<file path="config.mk">
export PLATFORM = sky130hd
export DESIGN_NAME = dat_mem_mover
export DESIGN_NICKNAME = d
export VERILOG_FILES = /design/src/rtl/dat_mem_pkg.sv /design/src/rtl/dat_mem_mover.sv
export SDC_FILE = /design/constraint.sdc
export NUM_CORES = 1
export LEC_CHECK = 0
export ABC_AREA = 1
export CORE_AREA = 2 2 78 87
export DETAILED_ROUTE_END_ITERATION = 6
export DIE_AREA = 0 0 80 89
export GPL_TIMING_DRIVEN = 0
export PLACE_DENSITY = 0.72
export SETUP_SLACK_MARGIN = 0.5
export SYNTH_ARGS = -nofsm -noshare
export SYNTH_HDL_FRONTEND = slang
export SYNTH_SLANG_ARGS = --single-unit
</file>
<file path="constraint.sdc">
create_clock -name clk -period 1.8 [get_ports clk]
set_input_delay 0.36 -clock clk [delete_from_list [all_inputs] [get_ports clk]]
set_output_delay 0.36 -clock clk [all_outputs]
set_load 0.02 [all_outputs]
</file>
<file path="src/rtl/dat_mem_pkg.sv">
// Shared types and constants for the data-memory block mover.
package dat_mem_pkg;
  localparam int AW = 8;
  localparam int DW = 8;

  typedef logic [AW-1:0] addr_t;
  typedef logic [DW-1:0] data_t;

  typedef enum logic [1:0] {IDLE, RD, WR, DONE} mover_state_t;

  localparam logic MODE_COPY = 1'b0;
  localparam logic MODE_FILL = 1'b1;
endpackage

</file>
<file path="src/rtl/dat_mem_mover.sv">
// Block copy / fill engine that owns the data-memory port while busy.
// Copy alternates RD (latch source byte) and WR (store it); fill stays in WR.
module dat_mem_mover #(
  parameter int AW = 8,
  parameter int DW = 8
) (
  input  logic          clk,
  input  logic          reset,
  input  logic          start,
  input  logic          mode,
  input  logic [AW-1:0] src_addr,
  input  logic [AW-1:0] dst_addr,
  input  logic [AW:0]   length,
  input  logic [DW-1:0] fill_val,
  input  logic [DW-1:0] mem_rd_data,
  output logic [AW-1:0] mem_addr,
  output logic [DW-1:0] mem_wr_data,
  output logic          mem_wr_en,
  output logic          busy,
  output logic          done,
  output logic [AW:0]   bytes_left
);
  import dat_mem_pkg::*;

  localparam logic [AW-1:0] ONE_A = 1;
  localparam logic [AW:0]   ONE_C = 1;

  mover_state_t  state_q, state_d;
  logic [AW-1:0] src_q, src_d, dst_q, dst_d;
  logic [AW:0]   cnt_q, cnt_d;
  logic          mode_q, mode_d;
  logic [DW-1:0] fill_q, fill_d, hold_q, hold_d;

  // Next-state, pointer updates and output decode
  always_comb begin
    state_d     = state_q;
    src_d       = src_q;
    dst_d       = dst_q;
    cnt_d       = cnt_q;
    mode_d      = mode_q;
    fill_d      = fill_q;
    hold_d      = hold_q;
    mem_addr    = '0;
    mem_wr_data = '0;
    mem_wr_en   = 1'b0;
    busy        = 1'b0;
    done        = 1'b0;
    case (state_q)
      IDLE: begin
        if (start) begin
          src_d  = src_addr;
          dst_d  = dst_addr;
          cnt_d  = length;
          mode_d = mode;
          fill_d = fill_val;
          if (length == '0)           state_d = DONE;
          else if (mode == MODE_FILL) state_d = WR;
          else                        state_d = RD;
        end
      end
      RD: begin
        busy     = 1'b1;
        mem_addr = src_q;
        hold_d   = mem_rd_data;
        src_d    = src_q + ONE_A;
        state_d  = WR;
      end
      WR: begin
        busy        = 1'b1;
        mem_addr    = dst_q;
        mem_wr_data = (mode_q == MODE_FILL) ? fill_q : hold_q;
        mem_wr_en   = 1'b1;
        dst_d       = dst_q + ONE_A;
        cnt_d       = cnt_q - ONE_C;
        // Last byte: the count reaches zero at this edge
        if (cnt_q == ONE_C)           state_d = DONE;
        else if (mode_q == MODE_COPY) state_d = RD;
      end
      DONE: begin
        done    = 1'b1;
        state_d = IDLE;
      end
      default: state_d = IDLE;
    endcase
  end

  // State and pointer registers; reset aborts any transfer
  always_ff @(posedge clk) begin
    if (reset) begin
      state_q <= IDLE;
      src_q   <= '0;
      dst_q   <= '0;
      cnt_q   <= '0;
      mode_q  <= 1'b0;
      fill_q  <= '0;
      hold_q  <= '0;
    end else begin
      state_q <= state_d;
      src_q   <= src_d;
      dst_q   <= dst_d;
      cnt_q   <= cnt_d;
      mode_q  <= mode_d;
      fill_q  <= fill_d;
      hold_q  <= hold_d;
    end
  end

  assign bytes_left = cnt_q;
endmodule

</file>
# ---- Word-level counts from Yosys, hierarchy flattened
# Index checks and enable logic that the tools add are counted.
dict set report classes {
  addsub 3
  multipliers 0
  n_div 0
  n_lt_le_gt_ge 0
  n_eq_ne 6
  n_shift 0
  mux 18
  bitwise 0
  n_reduce_logical 9
}
# cell n
set op_table {}
lappend op_table {{$pmux 8 s2} 3}
lappend op_table {{$mux 8} 4}
lappend op_table {{$pmux 9 s2} 1}
lappend op_table {{$add 8x1->8 const B} 2}
lappend op_table {{$mux 2} 5}
lappend op_table {{$eq 9x1->1 const B} 1}
lappend op_table {{$logic_not 9->1} 1}
lappend op_table {{$mux 9} 1}
lappend op_table {{$sub 9x1->9 const B} 1}
lappend op_table {{$pmux 2 s4} 1}
lappend op_table {{$reduce_and 2->1} 4}
lappend op_table {{$eq 2x2->1 const B} 2}
lappend op_table {{$reduce_bool 2->1} 2}
lappend op_table {{$mux 1} 3}
lappend op_table {{$ne 3x3->1 const B} 1}
lappend op_table {{$eq 2x1->1 const B} 1}
lappend op_table {{$logic_not 2->1} 1}
lappend op_table {{$ne 2x2->1 const B} 1}
lappend op_table {{$reduce_or 2->1} 1}
dict set report word_totals {
  regBits 44
  latchBits 0
  mem_bits_rw 0
  romBits 0
  output_inout_bits 28
  mem_count 0
}

# ---- Longest topological paths before layout
# Gate-level depths: netlist of the first run.
dict set report logic_depth {
  ltp_word 4
  mapped_depth 10
  mapped_depth_nobuf 10
}

# ---- Least setup slack after synthesis of the first run
# Ideal clock, no wire load.
dict set report synth_timing {
  kind {register -> output}
  start {reg state_q[0]}
  end {out mem_addr[2]}
  t_arrival_ns 1.634
  setup_slack_ns -0.194
  stages_incl_launch_ff 8
  n_path_buf 3
  path_cell_list {dfxtp_1 -> inv_1 -> ha_1 -> buf_2 -> buf_2 -> clkbuf_2 -> nand2_1 -> a21oi_1}
}
dict set report synth_between {
  elab_chain_cells 2
}
# item line_no
set synth_lines {}
lappend synth_lines {{start: declaration} dat_mem_mover.sv:28} ;# mover_state_t state_q, state_d;
lappend synth_lines {{start signal: assignment} dat_mem_mover.sv:98} ;# state_q <= state_d;
lappend synth_lines {{$eq 2x2->1 or $eq 2x1->1 (tied branches)} dat_mem_mover.sv:48} ;# case (state_q)
lappend synth_lines {{$pmux 8 s2 (*)} dat_mem_mover.sv:48}
lappend synth_lines {{end: declaration} dat_mem_mover.sv:16} ;# output logic [AW-1:0] mem_addr,
# Every way passes the cells marked *; elsewhere a longest branch is shown, timed or not.

# ---- Worst setup path in the final report of the first run
dict set report layout_timing {
  start {reg state_q[1]}
  end {out mem_addr[1]}
}
# Same word-level chain as after synthesis.

==> impl_results.md, run 1 <==
* Status: finished, violations left
* Failing checks: negative setup slack
* Die Span Y at 89 um
* Vias in the first global route at 3,156
* Ys Warns at 0
* Cell Area, Synth at 2550 sq um
* Starting density of the core at 41.5%
* CP startpoint kind: flop
* Total gr overflow at 0
* Switching Share at 46.1%
* Finished Cell Area at 4560 sq um
* Initial antenna violation count at 0
* Max-Cap Viols at 0
* Antenna diode count at 0
* Syn Area/Cell at 6.48 sq um
* Final setup fails at 16
* Via count at 3,185
* RSZ-0062 raised after global routing: yes
* Largest net degree at the start of global routing at 15
* Placed Instances at 546
* R2R setup slack at 0.04 ns
* Root Driver: clkbuf_8
* Crit path arrival time at 1.62 ns
* Worst Hold Margin at 0.492 ns
* Final min period at 1.98 ns
* Via/cell ratio at 5.44
* Comb power frac at 68.4%
* Slew Viols, Final at 0
* Clk Latency, worst-skew pair at 0.31 ns
* Launching point of the worst reg2reg path: state_q[0]
* DR iter-0 viols at 231
* Power Internal at 4600 uW
* Die width at 80 um
* Residual DRC at 0
* Distinct cells, synth at 29
* WHS Path Cells at 2
* Synth Instances at 394
* Cts bufs inserted at 5
* NetSw at 3940 uW
* Core Util, Final at 74.1%
* Crit path required time at 1.44 ns
* Reg power frac at 21.7%
* HPWL Detailed at 6.13 mm
* R2R depth at 12
* Clock Tree Buf Depth at 2
* Post-route ant nets at 0
* Register area share after synthesis at 34.5%
* Top Ports at 73
* Per-cell routed wire length at 16.6 um
* Skew final at 0.00512 ns
* Clock sink count at 44
* Placer congestion estimate at 0.883
* Site Rows at 30
* Placement Setup Slack at -0.603 ns
* Fin nets at 559
* Critical path type: flop to primary output
* Die Area at 7120 sq um
* Critical Path Fanout Max at 8
* Least-Margin Pin Slew at 0.647 ns
* Crit share post-route at 110%
* PD cells at 1870 nW/um^2
* Clock power frac at 9.9%
* Final worst slack at -0.185 ns
* Port Buffers at 72
* Final Hold Viols at 0
* Syn_nets at 448
* Leak at 0.00191 uW
* Pre-antenna DRT Iters at 5
* Worst-case hold path end point: fill_q[1]
* HP Class: flop to flop
* Worst vdd ir at 1.63 mV
* Share of layout cells above drive strength 1 at 35.8%
* Hold Startpoint: fill_q[1]
* Crit. End Element: primary output
* Detailed Route WL at 9.70 mm
* CTS tree: yes
* CTS Hold Buffers Added at 0
* Placement Cell Area at 3760 sq um
* Area delta synth->final at 78.5%
* Max_slew headroom at 56.9%
* Max Clk Rate at 504 MHz
* RR Endpoint: dst_q[7]
* Clock H-tree levels at 2
* GRT Total Usage at 26.4%
* Core area at 6160 sq um
* Yosys reg bits at 44
* Global-route wire length before repair at 14.8 mm
* Fill count at 470
* Clock-pin slew on the worst setup and hold paths at 0.09 ns
* Post-Layout Cell Count at 586
-- per-stage QoR --
step	TNS (ns)	power, uW
5_1_grt	-2.86	9030
2_1_floorplan	0	4650
3_5_place_dp	-6.88	5760
3_3_place_gp	-6.55	5670
4_1_cts	-2.13	7700
6_report	-2.04	8540
-- layout make-up --
cell class | instances | area, sq um | area share (%)
timing repair buffer | 104 | 1080 | 23.6
clock buffer | 6 | 82.6 | 1.81
clock inverter | 2 | 38.8 | 0.850
inverter | 31 | 149 | 3.26
sequential | 44 | 893 | 19.6
buffer | 19 | 249 | 5.46
tap | 80 | 100 | 2.19
multi-input combinational | 300 | 1970 | 43.2
-- cells in the mapped netlist, drive strengths merged --
cell / n / share of area, %
nor3: 5 / 0.98
buf: 10 / 2.5
a211oi: 3 / 0.88
nor2: 87 / 13
o21ai: 60 / 12
o21bai: 3 / 0.88
inv: 30 / 4.4
nand3: 12 / 2.4
nand3b: 3 / 0.88
a31oi: 8 / 2.0
dfxtp: 44 / 34
nand2: 67 / 10
o21a: 1 / 0.29
clkbuf: 9 / 1.4
a21oi: 32 / 6.3
o211ai: 3 / 0.88
clkinv: 1 / 0.15
nand4: 2 / 0.49
or2: 5 / 1.2
ha: 9 / 4.4
-- worst max path at each step --
stage,from,to,slack [ns],depth (start not counted)
floorplan,state_q[1],mem_addr[0],0.15,4
global placement,state_q[1],mem_addr[2],-0.60,7
detailed placement,state_q[1],mem_addr[2],-0.60,7
CTS,state_q[0],mem_addr[2],-0.19,8
global route,state_q[0],mem_addr[1],-0.23,8
finish,state_q[1],mem_addr[1],-0.18,7
-- flip-flops by register name, indices dropped and copies added (netlist names) --
signal / cells
state_q: 2
hold_q: 8
mode_q: 1
dst_q: 8
bytes_left: 9
fill_q: 8
src_q: 8
-- timing repair --
item | in CTS | in global routing
hold endpoints to repair | 0 | 0
resized for setup | 220 | 53
setup endpoints to repair | 72 | 66
setup buffers | 17 | 10
pin swaps | 25 | 17
gates cloned | 4 | 1
-- layout by cell type, fill, tap and decap left out, types with 5 or more instances in the layout --
cell type,netlist,final
clkdlybuf4s50_1,0,44
buf_8,0,7
buf_6,2,31
nand2_1,66,48
buf_2,7,9
a31oi_1,8,7
o21ai_4,1,12
a21oi_4,0,8
buf_4,1,17
nor2_4,1,10
nand2_2,0,8
ha_1,9,7
nor3_1,5,5
inv_1,26,22
o21ai_2,1,8
nand3_1,12,11
dfxtp_1,44,38
nand2_4,1,10
o21ai_0,56,26
nor2_1,86,74
o21ai_1,2,14
a21oi_1,32,15
clkbuf_8,0,8
a21oi_2,0,9
-- worst max-delay path, cell delays in order, from the launching register on --
cell and delay, ns:
dfxtp_4 0.39, inv_4 0.05, ha_4 0.28, clkinvlp_4 0.09, buf_12 0.16, buf_6 0.12, a21oi_4 0.10, buf_6 0.12
-- power by group through the flow --
stage                     Combinational, uW  Sequential [uW]  Clock (uW)
final                                  5840             1850         842
after global routing                   6230             1910         892
after CTS                              5080             1790         834
after detailed placement               4000             1760           0
after global placement                 3920             1750           0
after floorplan                        2860             1790           0
-- cell families (layout without fill, tap and decap cells) --
kind of cell	Yosys count	after routing	share of synthesized area, %
flops	44	44	34.5
simple gates	181	181	29.1
fa+ha+maj	9	9	4.41
compound gates	110	110	23.5
buf+inv	50	162	8.47
-- routing by layer --
| metal | part of all wire, % | vias to the layer above | global-route usage, % |
|---|---|---|---|
| met4 | 3.1 | 0 | 9.40 |
| li1 | - | 1519 | - |
| met3 | 7.3 | 32 | 5.96 |
| met2 | 52 | 148 | 50.2 |
| met5 | 0 | - | 0 |
| met1 | 38 | 1486 | 28.8 |
Power figures use the tool's default switching activity.
==> run 2, diff against run 1 <==
--- a/config.mk
+++ b/config.mk
@@ -12,6 +12,7 @@
 export GPL_TIMING_DRIVEN = 0
 export PLACE_DENSITY = 0.72
 export SETUP_SLACK_MARGIN = 0.5
+export SLEW_MARGIN = 5
 export SYNTH_ARGS = -nofsm -noshare
 export SYNTH_HDL_FRONTEND = slang
 export SYNTH_SLANG_ARGS = --single-unit
==> results of run 2 <==
Same layout as run 1: the final DEF is identical, and so are final timing and power.
==> run 3, diff against run 2 <==
--- a/config.mk
+++ b/config.mk
@@ -6,13 +6,12 @@
 export NUM_CORES = 1
 export LEC_CHECK = 0
 export ABC_AREA = 1
-export CORE_AREA = 2 2 78 87
+export CORE_AREA = 2 2 67 101
 export DETAILED_ROUTE_END_ITERATION = 6
-export DIE_AREA = 0 0 80 89
+export DIE_AREA = 0 0 69 103
 export GPL_TIMING_DRIVEN = 0
 export PLACE_DENSITY = 0.72
 export SETUP_SLACK_MARGIN = 0.5
-export SLEW_MARGIN = 5
 export SYNTH_ARGS = -nofsm -noshare
 export SYNTH_HDL_FRONTEND = slang
 export SYNTH_SLANG_ARGS = --single-unit
==> run 3 against run 2 <==
  * The run still ends with negative setup slack left
  * Power is 0.87% lower
  * Register-to-register slack worse by 0.08 ns
  * Critical path depth is 1 higher
  * Critical endpoint is now mem_addr[2]
==> impl_results.md, run 3 (synthesis results as in run 1) <==
* RR Endpoint: dst_q[2] (was dst_q[7])
* Total design power at 8460 uW (was 8540 uW)
* Comb power frac at 68.8% (was 68.4%)
* Initial antenna violation count at 0 (unchanged)
* Clock power frac at 9.3% (was 9.9%)
* Skew final at 0.00556 ns (was 0.00512 ns)
* Clk Latency, worst-skew pair at 0.31 ns (about the same)
* Most frequent cells in the layout: 70 x nor2_1, 49 x nand2_1, 44 x clkdlybuf4s50_1 (was 74 x nor2_1, 48 x nand2_1, 44 x clkdlybuf4s50_1)
* Clock-pin slew on the worst setup and hold paths at 0.09 ns (about the same)
* Pre-antenna DRT Iters at 4 (was 5)
* Cts bufs inserted at 5 (unchanged)
* Critical path type: flop to primary output (unchanged)
* Switching Share at 45.7% (was 46.1%)
* Via/cell ratio at 5.31 (was 5.44)
* Final Hold Viols at 0 (unchanged)
* Residual DRC at 0 (unchanged)
* Fin nets at 563 (was 559)
* Crit path arrival time at 1.61 ns (was 1.62 ns)
* HP Class: flop to flop (unchanged)
* Crit share post-route at 109% (was 110%)
* Port Buffers at 72 (unchanged)
* Crit-path cells: inv_6 > ha_4 > buf_8 > buf_8 > clkbuf_16 > nand2_2 > a21oi_4 > buf_6 (was inv_4 > ha_4 > clkinvlp_4 > buf_12 > buf_6 > a21oi_4 > buf_6)
* CTS Hold Buffers Added at 0 (unchanged)
* Slew Viols, Final at 0 (unchanged)
* Root Driver: clkbuf_8 (unchanged)
* Core area at 6310 sq um (was 6160 sq um)
* Clock Tree Buf Depth at 2 (unchanged)
* Placer congestion estimate at 0.862 (was 0.883)
* Leak at 0.00187 uW (was 0.00191 uW)
* Status: finished, violations left (unchanged)
* Crit path required time at 1.44 ns (about the same)
* Clock sink count at 44 (unchanged)
* Die Span Y at 103 um (was 89 um)
* Buffers & Inverters on Critical Path at 5 (unchanged)
* Vias in the first global route at 2,963 (was 3,156)
* R2R depth at 12 (unchanged)
* Slowest stage delay, CP at 0.37 ns (was 0.39 ns)
* Most frequent CP cell: buf_8 (was buf_6)
* Area delta synth->final at 78.9% (was 78.5%)
* Total gr overflow at 0 (unchanged)
* Die Area at 7110 sq um (was 7120 sq um)
* Final worst slack at -0.168 ns (was -0.185 ns)
* Delay-heaviest family, CP: buffers and inverters (unchanged)
* Max_slew headroom at 59.3% (was 56.9%)
* Per-cell routed wire length at 15.7 um (was 16.6 um)
* Placed Instances at 542 (was 546)
* Share of layout cells above drive strength 1 at 37.8% (was 35.8%)
* Via count at 3,111 (was 3,185)
* Commonest non-fill, non-tap cell in the layout: nor2_1 (unchanged)
* Failing checks: negative setup slack (unchanged)
* CP startpoint kind: flop (unchanged)
* Slowest cell on the critical path: dfxtp_4 (unchanged)
* Largest net degree at the start of global routing at 15 (unchanged)
* DR iter-0 viols at 162 (was 231)
* Final setup fails at 19 (was 16)
* Max Clk Rate at 508 MHz (was 504 MHz)
* Hold Startpoint: bytes_left[6] (was fill_q[1])
* Least-Margin Pin Slew at 0.610 ns (was 0.647 ns)
* Fill count at 489 (was 470)
* Final min period at 1.97 ns (was 1.98 ns)
* Starting density of the core at 40.5% (was 41.5%)
* Critical Path Fanout Max at 5 (was 8)
* Post-Layout Cell Count at 586 (unchanged)
* Global-route wire length before repair at 13.9 mm (was 14.8 mm)
* WHS Path Cells at 2 (unchanged)
* Crit. End Element: primary output (unchanged)
* WP depth at 8 (was 7)
* Die width at 69 um (was 80 um)
* Clock H-tree levels at 2 (unchanged)
* RSZ-0062 raised after global routing: yes (unchanged)
* Top Ports at 73 (unchanged)
* Worst-case hold path end point: bytes_left[6] (was fill_q[1])
* Power Internal at 4590 uW (was 4600 uW)
* Worst vdd ir at 1.35 mV (was 1.63 mV)
* Launching point of the worst reg2reg path: state_q[0] (unchanged)
* Antenna diode count at 0 (unchanged)
* R2R setup slack at -0.04 ns (was 0.04 ns)
* Max-Cap Viols at 0 (unchanged)
* PD cells at 1850 nW/um^2 (was 1870 nW/um^2)
* HPWL Detailed at 5.96 mm (was 6.13 mm)
* Max reg flops at 9 (unchanged)
* Detailed Route WL at 9.23 mm (was 9.70 mm)
* Reg power frac at 21.9% (was 21.7%)
* CTS tree: yes (unchanged)
* Post-route ant nets at 0 (unchanged)
* NetSw at 3870 uW (was 3940 uW)
* Site Rows at 36 (was 30)
* GRT Total Usage at 24.2% (was 26.4%)
run 3: changes by cell type in the layout (fill, tap and decap cells not counted), sizes merged:
| cell | change |
|---|---|
| buf | +3 |
| clkbuf | -1 |
| clkinvlp | +1 |
| dlygate4sd2 | +1 |
run 3: worst max path at each step:
stage,from,to,slack [ns]
after floorplan,state_q[1],mem_addr[0],0.15
after global placement,state_q[1],mem_addr[1],-0.60
after detailed placement,state_q[1],mem_addr[2],-0.61
after CTS,state_q[0],mem_addr[2],-0.19
after global routing,state_q[0],mem_addr[2],-0.21
final,state_q[0],mem_addr[2],-0.17
run 3: tightest hold or removal path: cells and delay by family, from the launching register on:
family,cells,cell delay [ns]
compound gates,2,0.10
flops,1,0.35
run 3: final cells by class:
cell class | instances | area (sq um) | area share (%)
clock buffers | 5 | 68.8 | 1.51
repair buffers | 108 | 1130 | 24.7
well taps | 76 | 95.1 | 2.08
inverters | 31 | 149 | 3.26
multi-input cells | 300 | 1960 | 42.9
flip-flops and latches | 44 | 895 | 19.6
plain buffers | 19 | 229 | 5.01
clock inverters | 3 | 42.5 | 0.931
run 3: through the flow:
| stage | utilization (%) | hold slack, ns | area [sq um] | TNS [ns] | setup slack [ns] |
|---|---|---|---|---|---|
| after floorplan | - | 0.456 | 2940 | 0 | 0.149 |
| after global routing | 72.5 | 0.514 | 4570 | -3.18 | -0.213 |
| after global placement | 59.5 | 0.467 | 3750 | -6.69 | -0.598 |
| after detailed placement | 59.5 | 0.473 | 3750 | -7.01 | -0.609 |
| after CTS | 68.1 | 0.489 | 4290 | -1.87 | -0.186 |
| final | 72.5 | 0.483 | 4570 | -1.96 | -0.168 |
run 3: layer usage:
layer / vias to the layer above / routed length [um] / track usage, %
li1: 1533 / - / -
met1: 1454 / 3450 / 25.7
met2: 100 / 5130 / 48.2
met3: 24 / 370 / 3.32
met4: 0 / 277 / 9.05
met5: - / 0 / 0
run 3: repair_timing:
action,CTS,global route
gates resized for setup,223,54
gates cloned,4,2
setup buffers,22,8
hold endpoints to repair,0,0
pin swaps,25,25
endpoints found under the setup margin,72,61
run 3: power by group through the flow:
| stage | registers, uW | logic, uW | clock network, uW |
|---|---|---|---|
| floorplan | 1790 | 2860 | 0 |
| global placement | 1750 | 3920 | 0 |
| detailed placement | 1760 | 3980 | 0 |
| CTS | 1810 | 5070 | 794 |
| global route | 1910 | 6220 | 825 |
| finish | 1850 | 5820 | 788 |
